<file path="config.mk">
export PLATFORM = sky130hd
export DESIGN_NAME = sh7034_itu_intc
export DESIGN_NICKNAME = d
export VERILOG_FILES = /design/src/rtl/sh7034_itu_intc_pkg.sv /design/src/rtl/sh7034_irq_prio_enc.sv /design/src/rtl/sh7034_itu_intc.sv
export SDC_FILE = /design/constraint.sdc
export NUM_CORES = 1
export LEC_CHECK = 0
export ABC_AREA = 1
export CORE_MARGIN = 2
export CORE_UTILIZATION = 50
export DETAILED_ROUTE_END_ITERATION = 10
export GPL_TIMING_DRIVEN = 0
export PLACE_DENSITY_LB_ADDON = 0.15
export SYNTH_ARGS = -nofsm -noshare
export SYNTH_HDL_FRONTEND = slang
export SYNTH_SLANG_ARGS = --single-unit
</file>
<file path="constraint.sdc">
create_clock -name CLK -period 22.1 [get_ports CLK]
set_clock_uncertainty 0.2 [all_clocks]
set_input_delay 2.21 -clock CLK [delete_from_list [all_inputs] [get_ports CLK]]
set_output_delay 2.21 -clock CLK [all_outputs]
set_load 0.02 [all_outputs]
</file>
<file path="src/rtl/sh7034_itu_intc_pkg.sv">
// Shared types and constants for the SH7034 ITU interrupt arbiter.
package sh7034_itu_intc_pkg;

    typedef logic [15:0] IPR_t;

    // IPRC only implements its low byte (channels 0 and 1).
    localparam IPR_t IPRC_INIT  = 16'h0000;
    localparam IPR_t IPRC_WMASK = 16'h00FF;
    localparam IPR_t IPRC_RMASK = 16'h00FF;

    // IPRD implements [15:4] (channels 2..4); [3:0] is unused here.
    localparam IPR_t IPRD_INIT  = 16'h0000;
    localparam IPR_t IPRD_WMASK = 16'hFFF0;
    localparam IPR_t IPRD_RMASK = 16'hFFF0;

    // Longword holding IPRC (bits 31:16) and IPRD (bits 15:0).
    localparam logic [27:0] IPR_ADDR = 28'h5FFFF88;

    // ITU vector layout: channel n, source s -> base + 4*n + s.
    localparam int ITU_VEC_BASE = 80;
    localparam int ITU_CHANNELS = 5;
    localparam int ITU_SOURCES  = 3;
    localparam int ITU_LINES    = ITU_CHANNELS * ITU_SOURCES;

    typedef enum logic [1:0] {
        ST_IDLE,
        ST_PEND,
        ST_HOLD,
        ST_GAP
    } INTC_STATE_t;

    // Line index is 3*ch + src; vector offset is 4*ch + src = idx + ch.
    function automatic logic [7:0] itu_vec_ofs(input logic [3:0] idx);
        return 8'(idx) + 8'(idx / 4'd3);
    endfunction

endpackage

</file>
<file path="src/rtl/sh7034_irq_prio_enc.sv">
// Priority encoder over the 15 ITU lines: highest level wins, ties go to
// the lowest line index (lower channel first, then IMIA > IMIB > OVI).
module sh7034_irq_prio_enc
    import sh7034_itu_intc_pkg::*;
(
    input  logic [ITU_LINES-1:0][3:0] lvl,
    input  logic [ITU_LINES-1:0]      line,
    output logic [3:0]                win_lvl,
    output logic [3:0]                win_idx,
    output logic                      win_valid
);

    // Scan upward with strict compare so an equal level never displaces an earlier line.
    always_comb begin
        win_lvl   = '0;
        win_idx   = '0;
        win_valid = 1'b0;
        for (int i = 0; i < ITU_LINES; i++) begin
            if (line[i] && (lvl[i] > win_lvl)) begin
                win_lvl   = lvl[i];
                win_idx   = 4'(i);
                win_valid = 1'b1;
            end
        end
    end

endmodule

</file>
<file path="src/rtl/sh7034_itu_intc.sv">
// SH7034 ITU interrupt controller slice: IPRC/IPRD registers, IBUS access,
// arbitration of the 15 ITU requests and the CPU acknowledge handshake.
module sh7034_itu_intc
    import sh7034_itu_intc_pkg::*;
#(
    parameter int VEC_BASE = ITU_VEC_BASE
) (
    input  logic        CLK,
    input  logic        RST,
    input  logic        CE_R,
    input  logic        CE_F,
    input  logic [4:0]  IMIA_IRQ,
    input  logic [4:0]  IMIB_IRQ,
    input  logic [4:0]  OVI_IRQ,
    input  logic [27:0] IBUS_A,
    input  logic [31:0] IBUS_DI,
    output logic [31:0] IBUS_DO,
    input  logic [3:0]  IBUS_BA,
    input  logic        IBUS_WE,
    input  logic        IBUS_REQ,
    output logic        IBUS_BUSY,
    output logic        IBUS_ACT,
    input  logic [3:0]  INT_MASK,
    output logic        INT_REQ,
    output logic [3:0]  INT_LVL,
    output logic [7:0]  INT_VEC,
    input  logic        INT_ACK,
    output logic        INT_ACKD
);

    IPR_t        iprc;
    IPR_t        iprd;
    INTC_STATE_t state;

    logic [ITU_CHANNELS-1:0][3:0] ch_lvl;
    logic [ITU_LINES-1:0][3:0]    line_lvl;
    logic [ITU_LINES-1:0]         line_act;
    logic [3:0]                   win_lvl;
    logic [3:0]                   win_idx;
    logic                         win_valid;
    logic [7:0]                   win_vec;
    logic                         req_valid;
    logic [31:0]                  wr_be;
    IPR_t                         iprc_be;
    IPR_t                         iprd_be;
    logic                         wr_en;

    assign IBUS_BUSY = 1'b0;
    assign IBUS_ACT  = (IBUS_A == IPR_ADDR);
    assign wr_en     = IBUS_ACT & IBUS_WE & IBUS_REQ;

    assign wr_be   = {{8{IBUS_BA[3]}}, {8{IBUS_BA[2]}}, {8{IBUS_BA[1]}}, {8{IBUS_BA[0]}}};
    assign iprc_be = wr_be[31:16] & IPRC_WMASK;
    assign iprd_be = wr_be[15:0]  & IPRD_WMASK;

    // Element n is the priority field of ITU channel n.
    assign ch_lvl = {iprd[7:4], iprd[11:8], iprd[15:12], iprc[3:0], iprc[7:4]};

    // Spread channel levels and request lines into the 3*ch + src line order.
    always_comb begin
        line_lvl = '0;
        line_act = '0;
        for (int n = 0; n < ITU_CHANNELS; n++) begin
            line_lvl[3*n+0] = ch_lvl[n];
            line_lvl[3*n+1] = ch_lvl[n];
            line_lvl[3*n+2] = ch_lvl[n];
            line_act[3*n+0] = IMIA_IRQ[n];
            line_act[3*n+1] = IMIB_IRQ[n];
            line_act[3*n+2] = OVI_IRQ[n];
        end
    end

    sh7034_irq_prio_enc u_enc (
        .lvl       (line_lvl),
        .line      (line_act),
        .win_lvl   (win_lvl),
        .win_idx   (win_idx),
        .win_valid (win_valid)
    );

    assign win_vec   = win_valid ? (8'(VEC_BASE) + itu_vec_ofs(win_idx)) : 8'h00;
    assign req_valid = win_valid && (win_lvl > INT_MASK);

    // Priority registers: byte-enabled writes on the rising phase.
    always_ff @(posedge CLK) begin
        if (RST) begin
            iprc <= IPRC_INIT;
            iprd <= IPRD_INIT;
        end else if (CE_R && wr_en) begin
            iprc <= (iprc & ~iprc_be) | (IBUS_DI[31:16] & iprc_be);
            iprd <= (iprd & ~iprd_be) | (IBUS_DI[15:0]  & iprd_be);
        end
    end

    // Read data captured on the falling phase; zero whenever not selected for a read.
    always_ff @(posedge CLK) begin
        if (RST) begin
            IBUS_DO <= '0;
        end else if (CE_F) begin
            if (IBUS_ACT && IBUS_REQ && !IBUS_WE) begin
                IBUS_DO <= {iprc & IPRC_RMASK, iprd & IPRD_RMASK};
            end else begin
                IBUS_DO <= '0;
            end
        end
    end

    // Request/acknowledge handshake with registered CPU-facing outputs.
    always_ff @(posedge CLK) begin
        if (RST) begin
            state    <= ST_IDLE;
            INT_REQ  <= 1'b0;
            INT_LVL  <= '0;
            INT_VEC  <= '0;
            INT_ACKD <= 1'b0;
        end else if (CE_R) begin
            INT_ACKD <= 1'b0;
            case (state)
                ST_IDLE: begin
                    INT_LVL <= win_lvl;
                    INT_VEC <= win_vec;
                    INT_REQ <= req_valid;
                    if (req_valid) begin
                        state <= ST_PEND;
                    end
                end
                ST_PEND: begin
                    // Acknowledge takes precedence over a request that drops in the same cycle.
                    if (INT_ACK) begin
                        INT_ACKD <= 1'b1;
                        INT_REQ  <= 1'b0;
                        state    <= ST_HOLD;
                    end else if (!req_valid) begin
                        INT_REQ <= 1'b0;
                        state   <= ST_IDLE;
                    end else if (win_lvl > INT_LVL) begin
                        INT_LVL <= win_lvl;
                        INT_VEC <= win_vec;
                    end
                end
                ST_HOLD: begin
                    if (!INT_ACK) begin
                        state <= ST_GAP;
                    end
                end
                ST_GAP: begin
                    // One quiet cycle lets the CPU mask and ISR flag clear settle.
                    state <= ST_IDLE;
                end
                default: begin
                    state <= ST_IDLE;
                end
            endcase
        end
    end

endmodule
</file>
==> results of run 1 <==
[where the power goes]
group          switching [mW]  internal [mW]  total [mW]
combinational          0.0135         0.0171      0.0306
sequential           0.000390         0.0995      0.0999
clock                  0.0326         0.0332      0.0658
total                  0.0465          0.150       0.196
[cell type report]
cell class	instances	share of cell area, %
repair buffers	110	17.0
clock inverters	2	0.581
inverters	100	5.81
clock buffers	5	1.07
multi-input cells	573	51.5
well taps	133	2.58
flip-flops and latches	55	17.0
plain buffers	38	4.36
[cells in the mapped netlist (all sizes together)]
library cell	instances
a21oi	49
a22oi	1
a32oi	1
a41o	1
a41oi	1
and3	3
buf	28
clkbuf	10
clkinv	2
conb	1
dfxtp	55
fa	1
ha	51
inv	98
nand2	172
nand3	72
nand3b	6
nand4	18
nor2	60
nor3	24
nor3b	1
nor4	1
o2111ai	2
o211ai	4
o21a	2
o21ai	72
o21bai	13
or2	1
or4	2
xor2	1
[worst reg2reg max path: cells and delay by family (launching register included)]
kind	cells	cell delay, ns
flops	1	0.47
buf+inv	25	2.52
compound gates	25	3.72
simple gates	57	5.43
fa+ha+maj	17	5.23
[kinds of logic (layout without fill, tap and decap cells)]
logic type	count (synthesis)	after routing	synth area share (%)
xor+xnor	1	1	0.174
flops	55	55	21.9
fa+ha+maj	52	52	13.1
compound gates	146	146	16.9
simple gates	360	360	34.9
other cells	1	14	0.0744
buf+inv	138	255	13.0
[stage by stage]
stage                     utilization, %  cell area, um^2  setup WS, ns
after detailed placement            65.0             6350          2.36
after global routing                66.1             6460         0.822
after global placement              65.0             6350          3.05
final                               66.1             6460          2.60
after CTS                           66.1             6460          2.66
after floorplan                        -             5090          4.83
[how the worst max path moves through the flow]
stage	startpoint	end	slack (ns)	cells after the start
after detailed placement	IMIA_IRQ[0]	INT_VEC[1]	2.36	121
after global placement	IMIA_IRQ[0]	INT_VEC[1]	3.05	123
after CTS	IMIA_IRQ[0]	INT_VEC[1]	2.66	121
after global routing	IMIA_IRQ[0]	INT_VEC[1]	0.82	125
after floorplan	IMIA_IRQ[0]	INT_VEC[1]	4.83	122
final	IMIA_IRQ[0]	INT_VEC[1]	2.60	122
[layer usage]
layer | GRT usage, % | part of all wire (%) | vias up | routed length, um
met5 | 0 | 0 | - | 0
met4 | 7.34 | 2.4 | 0 | 329
met3 | 3.76 | 4.4 | 28 | 600
met2 | 45.5 | 50 | 167 | 6850
met1 | 30.9 | 43 | 2467 | 5950
li1 | - | - | 2754 | -
==> out/metrics.csv, run 1 <==
metric,value,unit
status,"finished, final reports clean",
Cells after Synth,753,
Required @ worst endpoint,22.16,ns
Crit path arrival time,19.55,ns
"reg-to-reg slack, setup",4.47,ns
Fin Hold WS,0.270,ns
synthesized flop and latch total,55,
total congestion overflow,0,
top achievable clock speed,0.0513,GHz
count of inserted antenna diode cells,0,
worst reg-to-reg path cell count,124,
global-route wire length before repair,23.3,mm
classification of the worst setup path,input port to flip-flop,
area used by multi-input combinational logic,3330,um^2
Pleak,3.09,nW
final cell count without fillers,1016,
number of unique standard cell types used by synthesis,47,
DR iter-0 viols,259,
area added between synthesis and finish,28.2,%
sequential cell area,1100,um^2
library cell appearing most often on the critical path,sky130_fd_sc_hd__nand2_1,
Sinks on Clock Net,55,
postcts setup bufs,0,
average cell area after synthesis,6.69,um^2
most area-consuming cells after synthesis,"sky130_fd_sc_hd__dfxtp_1 (22%), sky130_fd_sc_hd__ha_1 (13%), sky130_fd_sc_hd__nand2_1 (11%)",
initial core utilization,51.5,%
Synth top area share,21.9,%
source of the worst hold timing path,INT_VEC[1],
worst hold path type,flip-flop to flip-flop,
slowest cell on the critical path,sky130_fd_sc_hd__clkdlybuf4s50_1,
Total Die Area,10900,um^2
Worst Hold End,INT_VEC[1],
clock tree from TritonCTS,built,
x dimension of the die,104,um
remaining number of nets flagged by the antenna check after routing,0,
kind of capture point of the worst setup path,flip-flop,
worst vdd rail ir drop,0.0289,mV
number of gates given a new drive strength after cts,0,
worst hold path stage count,2,
"commonest cells after routing, fill and taps aside","sky130_fd_sc_hd__nand2_1 (142), sky130_fd_sc_hd__clkdlybuf4s50_1 (110), sky130_fd_sc_hd__inv_1 (89)",
number of top-level pins,138,
vertical die dimension,104,um
IO buf count,110,
CTS Hold Buffers Added,0,
hpwl dp,11.4,mm
time the final worst path needs with I/O delays and setup,19.50,ns
unrepaired setup endpoints after global routing,no,
Setup TNS Final,0,ns
share of cells above drive strength 1,12.2,%
number of buffers added by the clock tree synthesis step,5,
placed cell count,1009,
initial antenna violation count,0,
part of the Yosys area used for sequential elements,21.9,%
power density normalized to cell area,30.4,nW/um^2
placement row count,36,
placeable core area,9770,um^2
total power,0.196,mW
RePlAce Congestion,0.904,
capture point of the worst reg-to-reg path,INT_VEC[1],
Tcrit/Tclk final,88.2,%
cell family with most CP delay,simple AND/OR/NAND/NOR gates,
via count of the first global-routing pass,5280,
clock transition at the registers of the reported paths,0.10,ns
Worst Tran Pin Value,0.532,ns
Nets,1025,
total buffers and inverters traversed by the critical path,26,
Slew Limit Fails,0,
maximum number of pins on one net before global-route repair,17,
most common library cell in the layout ignoring fill and taps,sky130_fd_sc_hd__nand2_1,
Routed WL per cell,13.5,um
DRC violation count after routing,0,
1st-pass router iterations,5,
Max H-tree Level,2,
largest incremental delay on the critical path,0.48,ns
library cell occupying the most area in the post-synthesis netlist,sky130_fd_sc_hd__dfxtp_1,
Max-Slew Margin vs Limit,64.5,%
All-Layer GR Usage,25.3,%
latest clock arrival within the worst-skew pair,0.30,ns
CTS Root Cell,sky130_fd_sc_hd__clkbuf_8,
routed wire length,13.7,mm
Max-cap violations,0,
yosys warns,0,
area of the mapped netlist,5040,um^2
count of filler cells inserted in the layout,868,
final setup violation count,0,
routed vias,5416,
kind of start point of the critical path,input port,
clock buffer depth,2,
maximum fanout along the worst path,10,
final hold viol count,0,
drt via density,5.33,
Note: power is estimated with default switching activity, not from simulation.
==> run 2: changes to the inputs <==
--- a/config.mk
+++ b/config.mk
@@ -6,7 +6,6 @@
 export NUM_CORES = 1
 export LEC_CHECK = 0
 export ABC_AREA = 1
-export CORE_MARGIN = 2
 export CORE_UTILIZATION = 50
 export DETAILED_ROUTE_END_ITERATION = 10
 export GPL_TIMING_DRIVEN = 0
==> run 2 against run 1 <==
Compared with the run above: critical path depth increased by 4; critical endpoint unchanged; sequential share of layout area about the same; clock-buffer cell count increased by 1; non-clock buffer count unchanged; die area decreased by 3.8%; register-to-register slack improved by 0.07 ns; wire length decreased by 1.6%; final cell count about the same; power decreased by 3.4%; maximum frequency increased by 0.14%; first-iteration DRC count decreased by 8.5%.
==> out/metrics.csv, run 2 (same netlist as run 1, synthesis figures left out) <==
metric,value,unit,change
drt via density,5.34,,+0.10%
remaining number of nets flagged by the antenna check after routing,0,,unchanged
share of total power consumed by net switching,24.9,%,+1.2 points
DR iter-0 viols,237,,-8.5%
final hold viol count,0,,unchanged
maximum fanout along the worst path,10,,unchanged
Max-cap violations,0,,unchanged
RePlAce Congestion,0.915,,+1.2%
origin of the worst setup path,IMIA_IRQ[0],,
CTS Root Cell,sky130_fd_sc_hd__clkbuf_8,,
vertical die dimension,102,um,-1.9%
Flop pwr share,52.7,%,+1.8 points
x dimension of the die,102,um,-1.9%
routed vias,5427,,+0.20%
internal cell power,0.142,mW,-5.0%
worst vdd rail ir drop,0.0266,mV,-7.9%
Crit path arrival time,19.52,ns,-0.03 ns
placement row count,36,,unchanged
final setup violation count,0,,unchanged
initial core utilization,51.5,%,unchanged
worst hold path type,flip-flop to flip-flop,,
Required @ worst endpoint,22.16,ns,about the same
Nets,1025,,unchanged
Routed met1 length,5.69,mm,-4.3%
kind of capture point of the worst setup path,flip-flop,,
hpwl dp,11.2,mm,-1.6%
Sinks on Clock Net,55,,unchanged
count of inserted antenna diode cells,0,,unchanged
DRC violation count after routing,0,,unchanged
Max-Slew Margin vs Limit,66.4,%,+1.9 points
final cell count without fillers,1017,,+0.098%
area added between synthesis and finish,28.1,%,
NetSw,0.0473,mW,+1.7%
Tcrit/Tclk final,88.1,%,-0.12 points
All-Layer GR Usage,26.4,%,+1.2 points
largest incremental delay on the critical path,0.48,ns,about the same
maximum number of pins on one net before global-route repair,18,,+1
most common library cell in the layout ignoring fill and taps,sky130_fd_sc_hd__nand2_1,,
Worst Tran Pin Value,0.503,ns,-0.0288 ns
power density normalized to cell area,29.4,nW/um^2,-3.3%
met3 WL,617,um,+2.8%
library cell appearing most often on the critical path,sky130_fd_sc_hd__nand2_1,,
cell family with most CP delay,simple AND/OR/NAND/NOR gates,,
highest metal used,met4,,
"commonest cells after routing, fill and taps aside","sky130_fd_sc_hd__nand2_1 (142), sky130_fd_sc_hd__clkdlybuf4s50_1 (110), sky130_fd_sc_hd__inv_1 (89)",,
Routed WL per cell,13.3,um,-1.7%
time the final worst path needs with I/O delays and setup,19.47,ns,-0.0272 ns
via count of the first global-routing pass,5168,,-2.1%
"final std cell area, no fill",6450,um^2,-0.12%
Comb pwr share,16.1,%,+0.5 points
total buffers and inverters traversed by the critical path,26,,unchanged
latest clock arrival within the worst-skew pair,0.32,ns,+0.02 ns
Slew Limit Fails,0,,unchanged
met2 wire length,6.78,mm,-0.95%
Setup TNS Final,0,ns,unchanged
number of gates given a new drive strength after cts,0,,unchanged
kind of start point of the critical path,input port,,
IO buf count,110,,unchanged
Pleak,3.09,nW,about the same
total congestion overflow,0,,unchanged
number of top-level pins,138,,unchanged
CTS Hold Buffers Added,0,,unchanged
unrepaired setup endpoints after global routing,no,,
top achievable clock speed,0.0514,GHz,+0.14%
placed cell count,1009,,unchanged
clock tree from TritonCTS,built,,
initial antenna violation count,0,,unchanged
routed wire length,13.5,mm,-1.6%
share of cells above drive strength 1,12.3,%,+0.099 points
clock buffer depth,2,,unchanged
post-placement cell area,6350,um^2,unchanged
number of buffers added by the clock tree synthesis step,5,,unchanged
proportion of power drawn by the clock network,31.3,%,-2.2 points
slowest cell on the critical path,sky130_fd_sc_hd__clkdlybuf4s50_1,,
global-route wire length before repair,22.2,mm,-4.9%
placeable core area,9770,um^2,unchanged
source of the worst hold timing path,IBUS_DO[6],,
status,"finished, final reports clean",,
Total Die Area,10500,um^2,-3.8%
clock transition at the registers of the reported paths,0.10,ns,about the same
Max H-tree Level,2,,unchanged
classification of the worst setup path,input port to flip-flop,,
1st-pass router iterations,5,,unchanged
postcts setup bufs,0,,unchanged
-- run 2: cell count changes in the layout (fill, tap and decap cells not counted), sizes merged --
cell,previous run,this run
bufinv,1,0
clkinv,2,3
clkbuf,15,16
-- run 2: final timing paths --
kind	end	slack, ns	cells past startpoint
worst max register to register	INT_VEC[1]	4.54	127
worst min register to register	IBUS_DO[6]	0.27	2
worst min-delay path	IBUS_DO[6]	0.27	2
worst max-delay path	INT_VEC[1]	2.63	126
-- run 2: power by group through the flow --
stage | Combinational, mW | Clock (mW) | Sequential (mW)
after floorplan | 0.0114 | 0 | 0.103
after global placement | 0.0296 | 0 | 0.102
after detailed placement | 0.0301 | 0 | 0.102
after CTS | 0.0303 | 0.0596 | 0.0999
after global routing | 0.0330 | 0.0636 | 0.100
final | 0.0304 | 0.0593 | 0.0999
-- run 2: cell type report --
class / count / area [um^2]
plain buffers: 38 / 282
well taps: 133 / 166
clock inverters: 2 / 16.3
inverters: 100 / 375
flip-flops and latches: 55 / 1100
repair buffers: 110 / 1100
fillers: 904 / 3320
clock buffers: 6 / 82.6
multi-input cells: 573 / 3330
-- run 2: worst reg2reg max path: cells and delay by family (launching register included) --
| family | cells | cell delay [ns] |
|---|---|---|
| fa+ha+maj | 17 | 5.20 |
| buf+inv | 25 | 2.46 |
| compound gates | 26 | 3.53 |
| simple gates | 59 | 5.64 |
| flops | 1 | 0.47 |
-- run 2: per-layer routing --
metal	vias up	track usage (%)
met2	165	47.9
met5	-	0
met1	2471	31.1
met3	36	3.69
li1	2755	-
met4	0	10.9
-- run 2: through the flow --
stage / setup slack, ns / util [%] / power (mW) / hold WS, ns
global route: 0.995 / 66.0 / 0.197 / 0.295
global placement: 3.04 / 65.0 / 0.132 / 0.254
finish: 2.63 / 66.0 / 0.190 / 0.271
detailed placement: 2.38 / 65.0 / 0.132 / 0.254
floorplan: 4.83 / - / 0.114 / 0.268
CTS: 2.71 / 66.0 / 0.190 / 0.269
==> run 3: changes to the inputs <==
--- a/config.mk
+++ b/config.mk
@@ -6,7 +6,9 @@
 export NUM_CORES = 1
 export LEC_CHECK = 0
 export ABC_AREA = 1
-export CORE_UTILIZATION = 50
+export CELL_PAD_IN_SITES_DETAIL_PLACEMENT = 1
+export CELL_PAD_IN_SITES_GLOBAL_PLACEMENT = 1
+export CORE_UTILIZATION = 34
 export DETAILED_ROUTE_END_ITERATION = 10
 export GPL_TIMING_DRIVEN = 0
 export PLACE_DENSITY_LB_ADDON = 0.15
==> run 3 against run 2 <==
Compared with the run above: worst hold slack about the same; first-iteration DRC count down 43%; combinational power up 2%; worst setup slack worse by 0.46 ns; clock power up 34%; global-route usage down 4.9 points; via count down 0.77%; critical path type unchanged; highest routed layer unchanged.
==> out/metrics.csv, run 3 (same netlist as run 1, synthesis figures left out) <==
metric,value,unit,change
Pleak,3.12,nW,+0.84%
x dimension of the die,124,um,+21%
routed wire length,16.2,mm,+20%
clock buffer depth,2,,unchanged
placeable core area,14500,um^2,+48%
placement row count,44,,+22%
Max H-tree Level,2,,unchanged
Crit path depth,126,,unchanged
CTS Hold Buffers Added,0,,unchanged
cell family with most CP delay,simple AND/OR/NAND/NOR gates,,
Slew Limit Fails,0,,unchanged
placed cell count,1060,,+5.1%
library cell appearing most often on the critical path,sky130_fd_sc_hd__nand2_1,,
Required @ worst endpoint,22.14,ns,-0.02 ns
Fin Hold WS,0.271,ns,-0.000130 ns
drt via density,5.04,,-5.5%
source of the worst hold timing path,IBUS_DO[17],,
All-Layer GR Usage,21.5,%,-4.9 points
Max-cap violations,0,,unchanged
Nets,1025,,unchanged
clock tree from TritonCTS,built,,
Crit path arrival time,19.96,ns,+0.44 ns
largest incremental delay on the critical path,0.49,ns,about the same
DR iter-0 viols,134,,-43%
vertical die dimension,124,um,+21%
time the final worst path needs with I/O delays and setup,19.92,ns,+0.456 ns
status,"finished, final reports clean",,
area used by multi-input combinational logic,3330,um^2,unchanged
maximum fanout along the worst path,10,,unchanged
IO buf count,110,,unchanged
Sinks on Clock Net,55,,unchanged
final cell count without fillers,1068,,+5.0%
final hold viol count,0,,unchanged
power density normalized to cell area,32.1,nW/um^2,+9.1%
origin of the worst setup path,IMIA_IRQ[0],,
maximum number of pins on one net before global-route repair,17,,-1
total buffers and inverters traversed by the critical path,26,,unchanged
number of gates given a new drive strength after cts,0,,unchanged
unrepaired setup endpoints after global routing,no,,
initial core utilization,34.8,%,-17 points
latest clock arrival within the worst-skew pair,0.30,ns,-0.02 ns
slowest cell on the critical path,sky130_fd_sc_hd__clkdlybuf4s50_1,,
classification of the worst setup path,input port to flip-flop,,
"commonest cells after routing, fill and taps aside","sky130_fd_sc_hd__nand2_1 (142), sky130_fd_sc_hd__clkdlybuf4s50_1 (110), sky130_fd_sc_hd__inv_1 (89)",,
DRC violation count after routing,0,,unchanged
Routed WL per cell,15.2,um,+14%
Post-Route Utilization,45.3,%,-21 points
number of top-level pins,138,,unchanged
clock transition at the registers of the reported paths,0.07,ns,-0.03 ns
worst hold path type,flip-flop to flip-flop,,
total congestion overflow,0,,unchanged
"reg-to-reg slack, setup",4.07,ns,-0.47 ns
kind of start point of the critical path,input port,,
RePlAce Congestion,0.859,,-6.0%
1st-pass router iterations,4,,-1
worst hold path stage count,2,,unchanged
count of filler cells inserted in the layout,1882,,+110%
share of cells above drive strength 1,12.3,%,unchanged
total power,0.210,mW,+11%
hpwl dp,13.9,mm,+24%
top achievable clock speed,0.0502,GHz,-2.3%
Total Die Area,15300,um^2,+46%
worst vdd rail ir drop,0.0386,mV,+45%
number of buffers added by the clock tree synthesis step,5,,unchanged
final setup violation count,0,,unchanged
most common library cell in the layout ignoring fill and taps,sky130_fd_sc_hd__nand2_1,,
area added between synthesis and finish,30.2,%,
Tcrit/Tclk final,90.2,%,+2.1 points
kind of capture point of the worst setup path,flip-flop,,
routed vias,5385,,-0.77%
initial antenna violation count,0,,unchanged
Worst Tran Pin Value,0.530,ns,+0.0262 ns
remaining number of nets flagged by the antenna check after routing,0,,unchanged
via count of the first global-routing pass,5583,,+8.0%
count of inserted antenna diode cells,0,,unchanged
Setup TNS Final,0,ns,unchanged
worst reg-to-reg path cell count,127,,unchanged
sequential cell area,1100,um^2,unchanged
postcts setup bufs,0,,unchanged
global-route wire length before repair,26.0,mm,+17%
CTS Root Cell,sky130_fd_sc_hd__clkbuf_16,,
Max-Slew Margin vs Limit,64.7,%,-1.7 points
run 3: final cells by class:
| cell class | count | share of cell area [%] |
|---|---|---|
| clock inverters | 3 | 0.229 |
| well taps | 184 | 3.51 |
| flip-flops and latches | 55 | 16.8 |
| repair buffers | 110 | 16.8 |
| inverters | 100 | 5.72 |
| plain buffers | 38 | 4.29 |
| clock buffers | 5 | 1.91 |
| multi-input cells | 573 | 50.8 |
run 3: metal layers:
layer | GRT usage [%] | part of all wire [%] | vias up
met5 | 0 | 0 | -
met4 | 5.72 | 1.8 | 0
met3 | 2.56 | 2.5 | 21
met2 | 41.0 | 53 | 80
met1 | 25.0 | 43 | 2525
li1 | - | - | 2759
run 3: stage by stage:
step	cell area (um^2)	setup WS, ns
after global routing	6560	0.485
final	6560	2.18
after detailed placement	6420	1.80
after global placement	6420	2.65
after CTS	6560	2.07
after floorplan	5090	4.83
run 3: path summary, 6_finish.rpt:
check / to
min reg2reg: IBUS_DO[17]
max reg2reg: INT_VEC[1]
min: IBUS_DO[17]
max: INT_VEC[1]
run 3: power by group:
part | internal [mW] | switching [mW]
Sequential | 0.0995 | 0.000354
Combinational | 0.0172 | 0.0138
Clock | 0.0415 | 0.0379
run 3: tightest hold or removal path: stages, from the launching register on:
cell	delay, ns
sky130_fd_sc_hd__dfxtp_1	0.31
sky130_fd_sc_hd__nand2_1	0.06
sky130_fd_sc_hd__a21oi_1	0.05
